$ cat src/rtl/mem_write_arbiter.sv
// Two-requester write-port arbiter with burst grant, bounded hold and a registered memory-side stage.
// Optional per-requester transfer counters are enabled with `define ARB_STATS_EN.
module mem_write_arbiter #(
    parameter int ADDR_WIDTH = 32,
    parameter int DATA_WIDTH = 32,
    parameter int MAX_HOLD   = 16
) (
    input  logic                  clk,
    input  logic                  reset,
    input  logic [ADDR_WIDTH-1:0] req0_addr,
    input  logic [DATA_WIDTH-1:0] req0_data,
    input  logic                  req0_valid,
    output logic                  req0_ready,
    input  logic [ADDR_WIDTH-1:0] req1_addr,
    input  logic [DATA_WIDTH-1:0] req1_data,
    input  logic                  req1_valid,
    output logic                  req1_ready,
    output logic [ADDR_WIDTH-1:0] mem_in_addr,
    output logic [DATA_WIDTH-1:0] mem_in_data,
    output logic                  mem_in_valid,
    input  logic                  mem_in_ready,
    output logic [1:0]            grant,
    output logic                  busy
`ifdef ARB_STATS_EN
   ,output logic [15:0]           stat0_count,
    output logic [15:0]           stat1_count
`endif
);

    localparam int CNT_W = $clog2(MAX_HOLD + 1);
    localparam logic [CNT_W-1:0] HOLD_LAST = CNT_W'(MAX_HOLD - 1);

    typedef enum logic [1:0] {
        IDLE   = 2'd0,
        GRANT0 = 2'd1,
        GRANT1 = 2'd2
    } state_t;

    state_t                state_q, state_d;
    logic [CNT_W-1:0]      hold_cnt_q, hold_cnt_d;
    logic                  last_owner_q, last_owner_d;
    logic                  mem_valid_q, mem_valid_d;
    logic [ADDR_WIDTH-1:0] mem_addr_q, mem_addr_d;
    logic [DATA_WIDTH-1:0] mem_data_q, mem_data_d;
    logic                  hs0, hs1;

    // State register
    always_ff @(posedge clk or posedge reset) begin
        if (reset) begin
            state_q      <= IDLE;
            hold_cnt_q   <= '0;
            last_owner_q <= 1'b1;
        end else begin
            state_q      <= state_d;
            hold_cnt_q   <= hold_cnt_d;
            last_owner_q <= last_owner_d;
        end
    end

    // Next-state logic: a grant ends when its owner goes idle or when the hold limit
    // is reached while the other side is waiting (direct hand-over, no IDLE cycle).
    always_comb begin
        state_d      = state_q;
        hold_cnt_d   = hold_cnt_q;
        last_owner_d = last_owner_q;
        case (state_q)
            IDLE: begin
                hold_cnt_d = '0;
                if (req0_valid && req1_valid) begin
                    state_d = last_owner_q ? GRANT0 : GRANT1;
                end else if (req0_valid) begin
                    state_d = GRANT0;
                end else if (req1_valid) begin
                    state_d = GRANT1;
                end
            end
            GRANT0: begin
                if (!req0_valid) begin
                    state_d      = IDLE;
                    last_owner_d = 1'b0;
                    hold_cnt_d   = '0;
                end else if (hs0) begin
                    if (hold_cnt_q == HOLD_LAST) begin
                        hold_cnt_d = '0;
                        if (req1_valid) begin
                            state_d      = GRANT1;
                            last_owner_d = 1'b0;
                        end
                    end else begin
                        hold_cnt_d = hold_cnt_q + CNT_W'(1);
                    end
                end
            end
            GRANT1: begin
                if (!req1_valid) begin
                    state_d      = IDLE;
                    last_owner_d = 1'b1;
                    hold_cnt_d   = '0;
                end else if (hs1) begin
                    if (hold_cnt_q == HOLD_LAST) begin
                        hold_cnt_d = '0;
                        if (req0_valid) begin
                            state_d      = GRANT0;
                            last_owner_d = 1'b1;
                        end
                    end else begin
                        hold_cnt_d = hold_cnt_q + CNT_W'(1);
                    end
                end
            end
            default: begin
                state_d    = IDLE;
                hold_cnt_d = '0;
            end
        endcase
    end

    // Output logic: only the owner sees ready, and only when the output stage can take a word
    always_comb begin
        req0_ready = 1'b0;
        req1_ready = 1'b0;
        grant      = 2'b00;
        case (state_q)
            GRANT0: begin
                req0_ready = !mem_valid_q || mem_in_ready;
                grant      = 2'b01;
            end
            GRANT1: begin
                req1_ready = !mem_valid_q || mem_in_ready;
                grant      = 2'b10;
            end
            default: ;
        endcase
    end

    assign hs0 = req0_valid && req0_ready;
    assign hs1 = req1_valid && req1_ready;

    // A new load wins over the clear caused by a memory-side handshake on the same edge
    always_comb begin
        mem_addr_d  = mem_addr_q;
        mem_data_d  = mem_data_q;
        mem_valid_d = mem_valid_q;
        if (hs0) begin
            mem_addr_d  = req0_addr;
            mem_data_d  = req0_data;
            mem_valid_d = 1'b1;
        end else if (hs1) begin
            mem_addr_d  = req1_addr;
            mem_data_d  = req1_data;
            mem_valid_d = 1'b1;
        end else if (mem_in_ready) begin
            mem_valid_d = 1'b0;
        end
    end

    always_ff @(posedge clk or posedge reset) begin
        if (reset) begin
            mem_valid_q <= 1'b0;
            mem_addr_q  <= '0;
            mem_data_q  <= '0;
        end else begin
            mem_valid_q <= mem_valid_d;
            mem_addr_q  <= mem_addr_d;
            mem_data_q  <= mem_data_d;
        end
    end

    assign mem_in_valid = mem_valid_q;
    assign mem_in_addr  = mem_addr_q;
    assign mem_in_data  = mem_data_q;
    assign busy         = (state_q != IDLE) || mem_valid_q;

`ifdef ARB_STATS_EN
    logic [15:0] stat0_q, stat0_d;
    logic [15:0] stat1_q, stat1_d;

    function automatic logic [15:0] sat_inc16(input logic [15:0] v);
        return (v == 16'hFFFF) ? v : v + 16'd1;
    endfunction

    always_comb begin
        stat0_d = hs0 ? sat_inc16(stat0_q) : stat0_q;
        stat1_d = hs1 ? sat_inc16(stat1_q) : stat1_q;
    end

    always_ff @(posedge clk or posedge reset) begin
        if (reset) begin
            stat0_q <= '0;
            stat1_q <= '0;
        end else begin
            stat0_q <= stat0_d;
            stat1_q <= stat1_d;
        end
    end

    assign stat0_count = stat0_q;
    assign stat1_count = stat1_q;
`endif

endmodule

$ cat config.mk
export PLATFORM = sky130hd
export DESIGN_NAME = mem_write_arbiter
export DESIGN_NICKNAME = d
export VERILOG_FILES = /design/src/rtl/mem_write_arbiter.sv
export SDC_FILE = /design/constraint.sdc
export NUM_CORES = 1
export LEC_CHECK = 0
export ABC_AREA = 0
export BUFFER_PORTS_ARGS = -buffer_cell sky130_fd_sc_hd__buf_2
export CELL_PAD_IN_SITES_DETAIL_PLACEMENT = 1
export CELL_PAD_IN_SITES_GLOBAL_PLACEMENT = 2
export CORE_MARGIN = 8
export CORE_UTILIZATION = 27
export DETAILED_ROUTE_END_ITERATION = 7
export GPL_TIMING_DRIVEN = 1
export MAX_ROUTING_LAYER = met4
export PLACE_DENSITY = 0.94
export SLEW_MARGIN = 20
export SYNTH_ARGS = -nofsm -noshare
export SYNTH_HDL_FRONTEND = slang
export SYNTH_SLANG_ARGS = --single-unit
$ cat constraint.sdc
create_clock -name clk -period 5.1 [get_ports clk]
set_input_delay 0.255 -clock clk [delete_from_list [all_inputs] [get_ports clk]]
set_output_delay 0.255 -clock clk [all_outputs]
set_load 0.005 [all_outputs]
== Word level (Yosys, flattened, before mapping) ==
Cells that the tools add are included.

* Register bits after elaboration: 73
* Bits of input ports: 133
* Output and inout port bits: 70

* $add $sub $neg: 1
* Equality and inequality tests: 9
* Mux-type cells: 37
* Reduce and logical (&&, ||, !) cells: 14

{| class="wikitable"
|+ Operator list
! cell !! count
|-
| $mux W32 || 4
|-
| $mux W5 || 5
|-
| $mux W2 || 11
|-
| $ne A3 B3 Y1 const B || 6
|-
| $mux W1 || 13
|-
| $pmux W5 S2 || 1
|-
| $reduce_and A7 Y1 || 1
|-
| $pmux W2 S3 || 1
|-
| $reduce_bool A2 Y1 || 3
|-
| $add A5 B1 Y5 const B || 1
|-
| $eq A5 B4 Y1 const B || 1
|-
| $reduce_and A5 Y1 || 1
|-
| $pmux W2 S2 || 1
|-
| $logic_and A1 B1 Y1 || 3
|-
| $reduce_bool A3 Y1 || 1
|-
| $eq A2 B1 Y1 const B || 1
|-
| $eq A2 B2 Y1 const B || 1
|-
| $logic_not A2 Y1 || 1
|-
| $logic_or A1 B1 Y1 || 2
|-
| $pmux W1 S2 || 1
|-
| $reduce_and A2 Y1 || 1
|-
| $logic_not A1 Y1 || 1
|}

== Longest topological paths before layout ==
Gate-level depths: netlist (run 1).

* Depth in word-level cells: 7
* Mapped depth: 9
* Depth with buffers taken out: 6

== Least setup slack after synthesis (run 1) ==
OpenSTA, ideal clock, no wires.

* Path type: register to register
* Start: register state_q[1]
* End: register mem_addr_q[26] (netlist: mem_in_addr[26])
* Data arrival time: 1.585 ns
* Data required time: 4.968 ns
* Path slack: 3.383 ns
* Cell stages (with the launch flop): 8
* Buffers on the path: 2
* Cells stage by stage: dfrtp_1 > inv_1 > ha_1 > a22o_2 > nand2_1 > buf_6 > clkbuf_1 > o21ai_1

* Longest elaborated chain between the ends: 4
* Elaborated cells on any way between the ends: 8
* Classes of those cells: eq/ne (2); mux (3); reduce/logical (3)

{| class="wikitable"
|+ Ends and longest elaborated chain
! what !! line !! source
|-
| start, declared || 39 || <nowiki>state_t state_q, state_d;</nowiki>
|-
| start signal, assigned || 54 || <nowiki>state_q <= state_d;</nowiki>
|-
| $eq A2 B1 Y1 or $eq A2 B2 Y1 (tied branches) || 123 || <nowiki>case (state_q)</nowiki>
|-
| $mux W1 || 123 ||
|-
| $logic_and A1 B1 Y1, on equally long branches || 136, 137 ||
|-
| $mux W32 or $reduce_bool A2 Y1 (tied branches) || -- ||
|-
| end signal, assigned || 164 || <nowiki>mem_addr_q <= mem_addr_d;</nowiki>
|-
| end, declared || 43 || <nowiki>logic [ADDR_WIDTH-1:0] mem_addr_q, mem_addr_d;</nowiki>
|}

Parallel ways exist; a longest one is shown, timed or not.
A chain may end at the register's enable or synchronous reset.

== Worst setup path after layout (run 1) ==
* Start: register state_q[1]
* End: register mem_addr_q[15] (netlist: mem_in_addr[15])

The elaborated chain is that of the path after synthesis.

==> results of run 1 <==
flip-flops by register name, indices dropped and copies added (netlist names):
signal / flops
state_q: 2
hold_cnt_q: 5
mem_in_data: 32
mem_in_valid: 1
last_owner_q: 1
mem_in_addr: 32
per-layer routing:
layer,wire length (um),track usage [%],vias to the layer above
met5,0,-,-
met4,265,5.62,0
met3,575,3.14,17
met2,5580,21.9,122
met1,4990,14.7,1509
li1,-,-,1579
cell usage after synthesis (4+ instances only):
cell type,instances,area (um^2)
a21oi_1,9,45.0
buf_12,6,120
buf_2,5,25.0
buf_6,5,56.3
dfrtp_1,72,1800
ha_1,6,75.1
inv_1,4,15.0
mux2i_1,64,641
nand2_1,69,259
nand2b_1,4,25.0
o21ai_0,6,30.0
o21ai_1,60,300
per-stage QoR:
step	instance area, um^2	hold slack (ps)	worst slack, ps	power [W]
after detailed placement	4700	466	2390	0.00210
final	5040	185	2440	0.00276
after floorplan	3670	433	2990	0.00167
after global routing	5040	194	2180	0.00297
after CTS	5030	177	2390	0.00281
after global placement	4700	463	2550	0.00203
final timing paths:
check	from	end	slack, ps	cells after the start
worst max-delay path	state_q[1]$_DFFE_PP0P_	mem_in_addr[15]$_DFFE_PP0P_	2440	7
worst min-delay path	req1_addr[1]	mem_in_addr[1]$_DFFE_PP0P_	180	3
worst max register to register	state_q[1]$_DFFE_PP0P_	mem_in_addr[15]$_DFFE_PP0P_	2440	7
worst min register to register	mem_in_addr[20]$_DFFE_PP0P_	mem_in_addr[20]$_DFFE_PP0P_	480	2
max in group asynchronous	reset	state_q[1]$_DFFE_PP0P_	4280	3
min in group asynchronous	reset	mem_in_data[7]$_DFFE_PP0P_	220	3
cell families after synthesis:
family,count (synthesis)
flops,73
compound gates,83
fa+ha+maj,6
buf+inv,25
simple gates,92
mux,65
tightest hold or removal path: cells and delay by family:
kind                   cells  cell delay [ps]
AO/OA/AOI/OAI              1              100
buffers and inverters      1               70
multiplexers               1               50
layout make-up:
class / count / share of cell area, %
multi-input cells: 246 / 32.1
diodes: 1 / 0.0496
flip-flops and latches: 73 / 36.3
inverters: 4 / 0.323
clock buffers: 11 / 5.01
repair buffers: 204 / 20.4
well taps: 176 / 4.37
clock inverters: 5 / 1.54
power groups by stage:
stage                     clock [W]  sequential, W  combinational [W]
after CTS                  0.000720       0.000985            0.00111
after global placement            0       0.000980            0.00105
after detailed placement          0       0.000990            0.00111
after floorplan                   0        0.00100           0.000666
after global routing       0.000744        0.00102            0.00121
final                      0.000700       0.000981            0.00107
==> flow_summary.json, run 1 <==
{
  "outcome": "complete, no violations",
  "antenna_found_initial": 1,
  "place_inst": 703,
  "syn_inst": 344,
  "synthesis.nets": 483,
  "synth_area_um2": 3670,
  "nFillCells": 1588,
  "cts_made_buffers": 9,
  "drc": 0,
  "vias": 3227,
  "fin_util_pct": 38.1,
  "grt_max_degree": 129,
  "relSlewSlack_pct": 34.3,
  "viasPerCell": 4.48,
  "die-width_um": 133,
  "syn_area_per_cell_um2": 10.7,
  "synth_compound_area_share_pct": 12.6,
  "cts.repair.resized": 0,
  "io_buffer_count": 202,
  "routed_wirelength_mm": 11.4,
  "core_area_um2": 13200,
  "track_usage_pct": 13.1,
  "cp_slowest_cell": "buf_4",
  "h-tree-depth": 3,
  "crit_required_ps": 5290,
  "drv_slew": 0,
  "synth.distinct_cells": 35,
  "initial_core_util_pct": 27.7,
  "cts_tree": "yes",
  "worstPathMaxFanout": 35,
  "seq_area_frac_synth_pct": 49.8,
  "fin_cells": 720,
  "arrival_ps": 2860,
  "min_period_ps": 2660,
  "grt_overflow": 0,
  "clk_transition_reported_paths_ps": 60,
  "multiInputGateArea_um2": 1620,
  "pwr-share-comb_pct": 39.0,
  "clock_path_buffers": 2,
  "dp_hpwl_mm": 8.78,
  "register_area_um2": 1830,
  "maxCapViolCount": 0,
  "yosys_register_bits": 73,
  "clk_latency_ps": 340,
  "final_common_cell": "buf_2",
  "synth_edf_count": 0,
  "path_class": "reg -> reg",
  "setup_viol": 0,
  "final_cell_mix": "202 x buf_2, 72 x dfrtp_1, 68 x nand2_1, 64 x mux2i_1, 60 x o21ai_1",
  "leakage_nw": 2.49,
  "slowest_delay_ps": 630,
  "gp_congestion": 0.788,
  "drive_gt1_share_pct": 42.2,
  "ant_nets": 0,
  "clock-sinks": 73,
  "drtPass1Iterations": 4,
  "grt_pass1_vias": 3661,
  "row_count": 42,
  "crit_chain": "inv_1, ha_1, nand2_2, nor2_8, buf_4, mux2i_1, o21ai_1",
  "sw_frac_of_total_pct": 35.6,
  "post_cts_buffers": 0,
  "ir_drop_mv": 0.164,
  "rsz0062_at_grt": "no",
  "hold_buffers": 0,
  "fin_skew_ps": 6.64,
  "seqPwrFrac_pct": 35.6,
  "synthXorXnorAreaFrac_pct": 0,
  "die_h_um": 133,
  "finalNetCount": 677,
  "p_switching_w": 0.000981,
  "post_drt_wl_per_cell_um": 15.9,
  "period_share_pct": 52.2,
  "async_flop_share_pct": 100,
  "hold_class": "in -> reg",
  "synth_adder_area_share_pct": 2.05,
  "critPathTopFamily": "buffers and inverters",
  "worst_pin_slew_ps": 983,
  "crit_path_end_kind": "register",
  "hold_viol_final": 0,
  "crit_buf_inv": 2,
  "synthFlopType": "dfrtp_1",
  "drt_iter0_drc": 135,
  "clkPwrFrac_pct": 25.4,
  "top_level_ports": 203,
  "power.internal_w": 0.00177,
  "power_density_nw_per_um2": 547,
  "die-area_um2": 17600,
  "cts-root-buf": "clkbuf_16",
  "tns_ps": 0,
  "grt_pass1_wl_mm": 18.3,
  "synth_top_family_by_area": "multiplexers",
  "synthSimpleGateAreaFrac_pct": 11.3,
  "max_freq_mhz": 376,
  "syn_to_final_growth_pct": 37.4,
  "start_kind": "register",
  "muxShareOfSynthArea_pct": 17.8,
  "ys_warn_count": 0
}
Note: power is estimated with default switching activity, not from simulation.
==> inputs of run 2 (changes only) <==
--- a/config.mk
+++ b/config.mk
@@ -10,11 +10,11 @@
 export CELL_PAD_IN_SITES_DETAIL_PLACEMENT = 1
 export CELL_PAD_IN_SITES_GLOBAL_PLACEMENT = 2
 export CORE_MARGIN = 8
-export CORE_UTILIZATION = 27
+export CORE_UTILIZATION = 25
 export DETAILED_ROUTE_END_ITERATION = 7
 export GPL_TIMING_DRIVEN = 1
 export MAX_ROUTING_LAYER = met4
-export PLACE_DENSITY = 0.94
+export PLACE_DENSITY = 0.89
 export SLEW_MARGIN = 20
 export SYNTH_ARGS = -nofsm -noshare
 export SYNTH_HDL_FRONTEND = slang
==> constraint.sdc (replaced) <==
create_clock -name clk -period 2.6 [get_ports clk]
set_input_delay 0.13 -clock clk [delete_from_list [all_inputs] [get_ports clk]]
set_output_delay 0.13 -clock clk [all_outputs]
set_load 0.005 [all_outputs]
==> flow_summary.json, run 2 (same netlist as run 1, synthesis figures left out) <==
{
  "drv_slew": 0,
  "track_usage_pct": 12.7,
  "clock_path_buffers": 2,
  "leakage_nw": 2.50,
  "drt_iter0_drc": 103,
  "hold_class": "in -> reg",
  "place_area_um2": 4790,
  "min_period_ps": 2040,
  "initial_core_util_pct": 25.4,
  "clk_latency_ps": 330,
  "tns_ps": 0,
  "dp_hpwl_mm": 9.25,
  "worst_pin_slew_ps": 819,
  "die_h_um": 137,
  "gp_congestion": 0.742,
  "power.internal_w": 0.00333,
  "crit_chain": "inv_1, ha_1, a22o_2, nand2_4, buf_4, o21ai_1",
  "power_w": 0.00520,
  "rsz0062_at_grt": "no",
  "clkPwrFrac_pct": 21.7,
  "sw_frac_of_total_pct": 36.0,
  "viasPerCell": 4.45,
  "h-tree-depth": 3,
  "outcome": "complete, no violations",
  "final_common_cell": "buf_2",
  "fin_util_pct": 35.1,
  "die-width_um": 137,
  "grt_max_degree": 69,
  "post_drt_wl_per_cell_um": 15.8,
  "cts_tree": "yes",
  "fin_area_um2": 5060,
  "ir_drop_mv": 0.427,
  "antennaDiodeCount": 0,
  "seqPwrFrac_pct": 36.9,
  "io_buffer_count": 202,
  "slowest_delay_ps": 460,
  "drc": 0,
  "cts_made_buffers": 9,
  "top_level_ports": 203,
  "path_class": "reg -> reg",
  "cp_slowest_cell": "buf_4",
  "cts.repair.resized": 0,
  "final_cell_mix": "202 x buf_2, 72 x dfrtp_1, 68 x nand2_1, 64 x mux2i_1, 60 x o21ai_1",
  "cts-root-buf": "clkbuf_16",
  "antenna_found_initial": 0,
  "whs_ps": 70.7,
  "grt_overflow": 0,
  "drive_gt1_share_pct": 41.8,
  "period_share_pct": 78.4,
  "hold_buffers": 1,
  "drtPass1Iterations": 4,
  "syn_to_final_growth_pct": 38.0,
  "worstPathMaxFanout": 60,
  "arrival_ps": 2230,
  "finalNetCount": 682,
  "crit_path_end_kind": "register",
  "grt_pass1_vias": 3688,
  "row_count": 44,
  "core_area_um2": 14400,
  "hold_viol_final": 0,
  "relSlewSlack_pct": 45.4,
  "crit_required_ps": 2790,
  "ant_nets": 0,
  "clk_transition_reported_paths_ps": 50,
  "die-area_um2": 18800,
  "pwr-share-comb_pct": 41.4,
  "start_kind": "register",
  "grt_pass1_wl_mm": 18.3,
  "p_switching_w": 0.00187,
  "power_density_nw_per_um2": 1030,
  "vias": 3247,
  "routed_wirelength_mm": 11.6,
  "setup_viol": 0,
  "clock-sinks": 73,
  "maxCapViolCount": 0,
  "max_freq_mhz": 490,
  "fin_skew_ps": 5.92,
  "post_cts_buffers": 0,
  "nFillCells": 1712
}
[run 2: changes by cell type in the layout (fill, tap and decap cells not counted), sizes merged]
cell	delta
buf	+4
bufinv	-2
clkbuf	+3
clkinv	-3
clkinvlp	-1
diode	-1
dlygate4sd3	+1
inv	+1
[run 2: final cells by class]
cell class              count  area [um^2]  area share (%)
clock buffers              14          264            5.22
multi-input cells         246         1610            31.8
well taps                 184          230            4.55
inverters                   4         15.0           0.297
repair buffers            209         1120            22.0
flip-flops and latches     73         1830            36.1
[run 2: layer usage]
metal | part of all wire [%] | routed length [um] | GRT usage (%)
met5 | 0 | 0 | -
met4 | 1.7 | 193 | 4.95
met1 | 42 | 4810 | 14.3
met2 | 50 | 5810 | 21.5
met3 | 6.4 | 741 | 2.79
[run 2: through the flow]
stage	instances	worst slack (ps)
2_1_floorplan	344	618
3_3_place_gp	715	680
3_5_place_dp	715	541
4_1_cts	730	535
5_1_grt	730	385
6_report	730	561
[run 2: critical path: cells and delay by family, from the launching register on]
family          cells  cell delay, ps
simple gates        1             100
compound gates      2             510
flops               1             420
buf+inv             2             560
fa+ha+maj           1             270
[run 2: power groups by stage]
stage	combinational [W]	sequential, W	clock [W]
after floorplan	0.00131	0.00196	0
after global placement	0.00213	0.00192	0
after detailed placement	0.00223	0.00194	0
after CTS	0.00222	0.00193	0.00117
after global routing	0.00245	0.00199	0.00121
final	0.00216	0.00192	0.00113
[run 2: final timing paths]
| path | from | endpoint | slack [ps] | depth (start not counted) |
|---|---|---|---|---|
| min in group asynchronous | reset | mem_in_data[12]$_DFFE_PP0P_ | 500 | 3 |
| max in group asynchronous | reset | last_owner_q$_DFFE_PP1P_ | 1340 | 4 |
| setup / recovery | state_q[1]$_DFFE_PP0P_ | mem_in_data[16]$_DFFE_PP0P_ | 560 | 6 |
| hold reg to reg | mem_in_addr[2]$_DFFE_PP0P_ | mem_in_addr[2]$_DFFE_PP0P_ | 480 | 2 |
| hold / removal | req0_addr[15] | mem_in_addr[15]$_DFFE_PP0P_ | 70 | 3 |
| setup reg to reg | state_q[1]$_DFFE_PP0P_ | mem_in_data[16]$_DFFE_PP0P_ | 560 | 6 |
